<file path="src/rtl/decoder_grant_arbiter_pkg.sv">
// Shared types and constants for the round-robin grant arbiter.
// State encoding, requester count and index width.
package decoder_grant_arbiter_pkg;

    localparam int NUM_REQ = 8;
    localparam int IDX_W   = 3;

    typedef logic [1:0]         state_t;
    typedef logic [NUM_REQ-1:0] req_vec_t;
    typedef logic [IDX_W-1:0]   idx_t;

    localparam state_t IDLE  = 2'd0;
    localparam state_t GRANT = 2'd1;
    localparam state_t GAP   = 2'd2;

endpackage

</file>
<file path="src/rtl/grant_decoder_3to8.sv">
// Combinational 3-to-8 one-hot decoder with enable.
// Ports: idx_i (binary index), en_i (enable), onehot_o (one-hot, zero when disabled).
module grant_decoder_3to8
    import decoder_grant_arbiter_pkg::*;
(
    input  logic [IDX_W-1:0]   idx_i,
    input  logic               en_i,
    output logic [NUM_REQ-1:0] onehot_o
);

    always_comb begin
        onehot_o = '0;
        if (en_i) begin
            onehot_o[idx_i] = 1'b1;
        end
    end

endmodule

</file>
<file path="src/rtl/decoder_grant_arbiter.sv">
// Round-robin arbiter over eight requesters with hold-time limit.
// Ports: clk, rst (async, active-high), req_i, release_i,
//        grant_o, grant_idx_o, grant_valid_o, timeout_o, busy_o.
module decoder_grant_arbiter
    import decoder_grant_arbiter_pkg::*;
#(
    parameter int HOLD_MAX = 15,
    parameter int CNT_W    = 8
) (
    input  logic               clk,
    input  logic               rst,
    input  logic [NUM_REQ-1:0] req_i,
    input  logic               release_i,
    output logic [NUM_REQ-1:0] grant_o,
    output logic [IDX_W-1:0]   grant_idx_o,
    output logic               grant_valid_o,
    output logic               timeout_o,
    output logic               busy_o
);

    // Returns {found, index} of the first set bit after ptr, wrapping.
    // Scanning from the farthest candidate down lets the nearest win.
    function automatic logic [IDX_W:0] rr_pick(
        input req_vec_t req,
        input idx_t     ptr
    );
        logic [IDX_W:0] res;
        idx_t           c;
        res = '0;
        for (int i = NUM_REQ; i >= 1; i--) begin
            c = ptr + idx_t'(i);
            if (req[c]) begin
                res = {1'b1, c};
            end
        end
        return res;
    endfunction

    state_t            state_q, state_d;
    idx_t              ptr_q, ptr_d;
    idx_t              idx_q, idx_d;
    logic [CNT_W-1:0]  hold_cnt_q, hold_cnt_d;
    req_vec_t          grant_q, grant_d;
    logic              valid_q, valid_d;
    logic              timeout_q, timeout_d;
    logic              busy_q, busy_d;

    logic [IDX_W:0]    pick;
    logic              pick_found;
    idx_t              pick_idx;
    logic              owner_exit;
    logic              hold_done;
    req_vec_t          dec_onehot;

    assign pick       = rr_pick(req_i, ptr_q);
    assign pick_found = pick[IDX_W];
    assign pick_idx   = pick[IDX_W-1:0];

    // Owner-driven exit beats the hold limit.
    assign owner_exit = release_i || !req_i[idx_q];
    assign hold_done  = (hold_cnt_q == CNT_W'(HOLD_MAX - 1));

    // State register.
    always_ff @(posedge clk or posedge rst) begin
        if (rst) begin
            state_q <= IDLE;
        end else begin
            state_q <= state_d;
        end
    end

    // Next-state logic.
    always_comb begin
        state_d = state_q;
        case (state_q)
            IDLE: begin
                if (pick_found) begin
                    state_d = GRANT;
                end
            end
            GRANT: begin
                if (owner_exit || hold_done) begin
                    state_d = GAP;
                end
            end
            GAP:     state_d = IDLE;
            default: state_d = IDLE;
        endcase
    end

    // Datapath and output next values.
    always_comb begin
        ptr_d      = ptr_q;
        idx_d      = idx_q;
        hold_cnt_d = hold_cnt_q;
        timeout_d  = 1'b0;
        case (state_q)
            IDLE: begin
                if (pick_found) begin
                    idx_d      = pick_idx;
                    hold_cnt_d = '0;
                end
            end
            GRANT: begin
                hold_cnt_d = hold_cnt_q + 1'b1;
                timeout_d  = hold_done && !owner_exit;
            end
            GAP: begin
                ptr_d = idx_q;
            end
            default: ;
        endcase
        valid_d = (state_d == GRANT);
        busy_d  = (state_d != IDLE);
    end

    // Decode the upcoming owner so the registered grant tracks the state.
    grant_decoder_3to8 u_dec (
        .idx_i    (idx_d),
        .en_i     (valid_d),
        .onehot_o (dec_onehot)
    );

    assign grant_d = dec_onehot;

    always_ff @(posedge clk or posedge rst) begin
        if (rst) begin
            ptr_q      <= idx_t'(NUM_REQ - 1);
            idx_q      <= '0;
            hold_cnt_q <= '0;
            grant_q    <= '0;
            valid_q    <= 1'b0;
            timeout_q  <= 1'b0;
            busy_q     <= 1'b0;
        end else begin
            ptr_q      <= ptr_d;
            idx_q      <= idx_d;
            hold_cnt_q <= hold_cnt_d;
            grant_q    <= grant_d;
            valid_q    <= valid_d;
            timeout_q  <= timeout_d;
            busy_q     <= busy_d;
        end
    end

    assign grant_o       = grant_q;
    assign grant_idx_o   = idx_q;
    assign grant_valid_o = valid_q;
    assign timeout_o     = timeout_q;
    assign busy_o        = busy_q;

endmodule

</file>
<file path="config.mk">
export PLATFORM = sky130hd
export DESIGN_NAME = decoder_grant_arbiter
export DESIGN_NICKNAME = d
export VERILOG_FILES = /design/src/rtl/decoder_grant_arbiter_pkg.sv /design/src/rtl/grant_decoder_3to8.sv /design/src/rtl/decoder_grant_arbiter.sv
export SDC_FILE = /design/constraint.sdc
export NUM_CORES = 1
export LEC_CHECK = 0
export CAP_MARGIN = 10
export CORE_ASPECT_RATIO = 0.75
export CORE_MARGIN = 2
export CORE_UTILIZATION = 35
export CTS_CLUSTER_DIAMETER = 100
export DETAILED_ROUTE_END_ITERATION = 8
export HOLD_SLACK_MARGIN = 0.06
export SKIP_CTS_REPAIR_TIMING = 1
export SLEW_MARGIN = 20
export SYNTH_ARGS = -nofsm -noshare
export SYNTH_HDL_FRONTEND = slang
export SYNTH_SLANG_ARGS = --single-unit
export TNS_END_PERCENT = 50
</file>
<file path="constraint.sdc">
create_clock -name clk -period 7.77 [get_ports clk]
set_clock_uncertainty 0.15 [all_clocks]
set_input_delay 1.554 -clock clk [delete_from_list [all_inputs] [get_ports clk]]
set_output_delay 1.554 -clock clk [all_outputs]
set_load 0.03 [all_outputs]
</file>
==> flow_metrics.tcl <==
set metrics [dict create \
    yosysUniqueCellTypes 62 \
    reg2regPathDepth 9 \
    pin_count 25 \
    start_util_pct 36.1 \
    synth_area_leaders "dfrtp_1 (26%), mux4_2 (14%), mux2i_1 (4.4%)" \
    detail_route.vias_per_cell 5.80 \
    rsz0062_at_grt "false" \
    firstDrtPassIters 4 \
    r2r_start "ptr_q[0]" \
    die_area_um2 7190 \
    synth_fp_nets 246 \
    grt_pass1_vias 1742 \
    cts.sink_count 27 \
    postRouteAntennaNets 0 \
    finalNonFillerCells 323 \
    synth-compound-area-share_pct 17.6 \
    synth_edf_count 0 \
    routedWlPerCell_um 16.9 \
    place_area_um2 2540 \
    drc_errors 0 \
    root_buffer "clkbuf_8" \
    ys_ff_latch 27 \
    cts_buffers 3 \
    fin_tns_setup_ps 0 \
    cp_max_fo 30 \
    place_inst 319 \
    chipHeight_um 73.9 \
    drtIter0Drc 133 \
    status "complete, no violations" \
    track_usage_pct 15.4 \
    n_antenna_cell 0 \
    tightest_slew_ps 924 \
    yosys_warnings 0 \
    startpoint "ptr_q[0]" \
    grt_pass1_wl_mm 8.85 \
    syn_avg_cell_area_um2 9.88 \
    fillCellCount 634 \
    hp-class "reg -> reg" \
    slew_headroom_pct 38.0 \
    routed_wl_mm 5.47 \
    io_buffers 24 \
    irDropWorstVdd_v 0.000159 \
    crit_required_ps 7780 \
    antenna_found_initial 0 \
    hold_viol 0 \
    finalSetupViolCount 0 \
    clk_latency_ps 270 \
    min_period_ps 4530 \
    synth_xor_area_share_pct 1.48 \
    async_flop_share_pct 100 \
    clockBufferDepth 2 \
    place_congestion 0.829 \
    htreeDepth 1 \
    core_region_area_um2 6320 \
    synth_common_cells "dfrtp_1 (24), nand2_1 (19), mux4_2 (14), nor2_1 (14), o21ai_0 (14)" \
    final.period_utilization_pct 58.3 \
    end_kind "register" \
    grt_overflow_total 0 \
    met1_length_mm 2.84 \
    drive_gt1_share_pct 17.4 \
    highest_layer "met4" \
    synth_top_family_by_area "multiplexers" \
    holdWs_ps 328 \
    final_net_count 258 \
    fin_area_um2 2590 \
    syn2layout_area_growth_pct 13.4 \
    dp_hpwl_mm 3.94 \
    cp-start-kind "register" \
    fin_util_pct 41.0 \
    clkTransAtPathRegs_ps 100 \
    vias 1873 \
    fmax_ghz 0.221 \
    syn-cell-area_um2 2280 \
    path_class "reg -> reg" \
    yosysMostFrequentCell "dfrtp_1" \
    crit_arrival_ps 4530 \
    min_path_cells 1 \
    p_leak_nw 0.999 \
    route.met3.wl_um 235 \
    cap_violations 0 \
    synth_top_area_share_pct 26.3 \
    synth_top_area_cell "dfrtp_1" \
    cts_tree "done" \
    finalMaxSlewViolations 0 \
    synthMuxAreaShare_pct 24.7 \
    wl_met2_mm 2.36 \
    syn-instance-count 231 \
    synthAdderAreaFrac_pct 2.19 \
    rows 25 \
    die_x_um 97.2 \
    ys.flop_type "dfrtp_1" \
    power.density_nw_per_um2 473 \
    grt_max_degree 31 \
    synth-simple-area-share_pct 17.9 \
    seq_area_frac_synth_pct 29.8 \
    hp-start "hold_cnt_q[7]" \
]
-- per-stage QoR --
step / setup WS, ps / power [mW]
after CTS: 3270 / 1.22
after floorplan: 3950 / 0.945
final: 3240 / 1.22
after global routing: 2960 / 1.32
after detailed placement: 3090 / 1.13
after global placement: 3130 / 1.12
-- where the power goes --
part / switching [mW] / internal (mW)
Combinational: 0.474 / 0.380
Clock: 0.0455 / 0.0376
Sequential: 0.0915 / 0.195
Total: 0.611 / 0.612
-- cells in the final DEF, fill, tap and decap left out, types with 4 or more instances in the layout --
cell / instances
a21oi_1: 4
a31oi_1: 6
clkdlybuf4s50_1: 24
dfrtp_1: 24
ha_1: 4
inv_1: 12
mux2_2: 7
mux2i_1: 10
mux4_2: 14
nand2_1: 19
nand2b_1: 5
nand3_1: 8
nor2_1: 14
nor4_1: 5
o21ai_0: 14
o21ai_1: 6
-- flip-flops by register name, indices dropped and copies added (netlist names) --
name,count
state_q,2
grant_idx_o,3
busy_o,1
hold_cnt_q,8
timeout_o,1
grant_o,8
grant_valid_o,1
ptr_q,3
-- cells by family after synthesis --
kind of cell	count (synthesis)
DFF	27
adders and majority gates	4
and+or+nand+nor	73
xor gates and xnor gates	3
buffers and inverters	33
muxes	36
AOI/OAI and AO/OA	55
-- worst max-delay path: stages (launching register included) --
cell and delay [ps]:
dfstp_2 970, inv_2 180, ha_1 800, mux2_2 420, mux4_2 550, mux2_4 230
o2111a_1 180, a211oi_2 90, o32ai_2 490, nor4b_1 350
-- final cells by class --
| type | instances | area [µm²] | area share [%] |
|---|---|---|---|
| multi-input combinational | 171 | 1460 | 56.3 |
| clock buffer | 3 | 41.3 | 1.59 |
| tap | 81 | 101 | 3.91 |
| sequential | 27 | 679 | 26.2 |
| timing repair buffer | 24 | 240 | 9.28 |
| inverter | 16 | 60.1 | 2.32 |
| clock inverter | 1 | 8.76 | 0.338 |
-- final timing paths --
| check | endpoint | slack (ps) |
|---|---|---|
| min in group asynchronous | hold_cnt_q[0] | 1520 |
| worst min-delay path | hold_cnt_q[7] | 330 |
| worst max-delay path | grant_o[6] | 3240 |
| max in group asynchronous | hold_cnt_q[5] | 5520 |
| worst max register to register | grant_o[6] | 3240 |
| worst min register to register | hold_cnt_q[7] | 330 |
-- routing by layer --
metal | track usage (%) | vias up
met4 | 1.08 | 0
met2 | 24.0 | 39
met3 | 3.01 | 2
met5 | 0 | -
li1 | - | 901
met1 | 23.4 | 931
No activity file was read; power rests on OpenSTA's default activity.
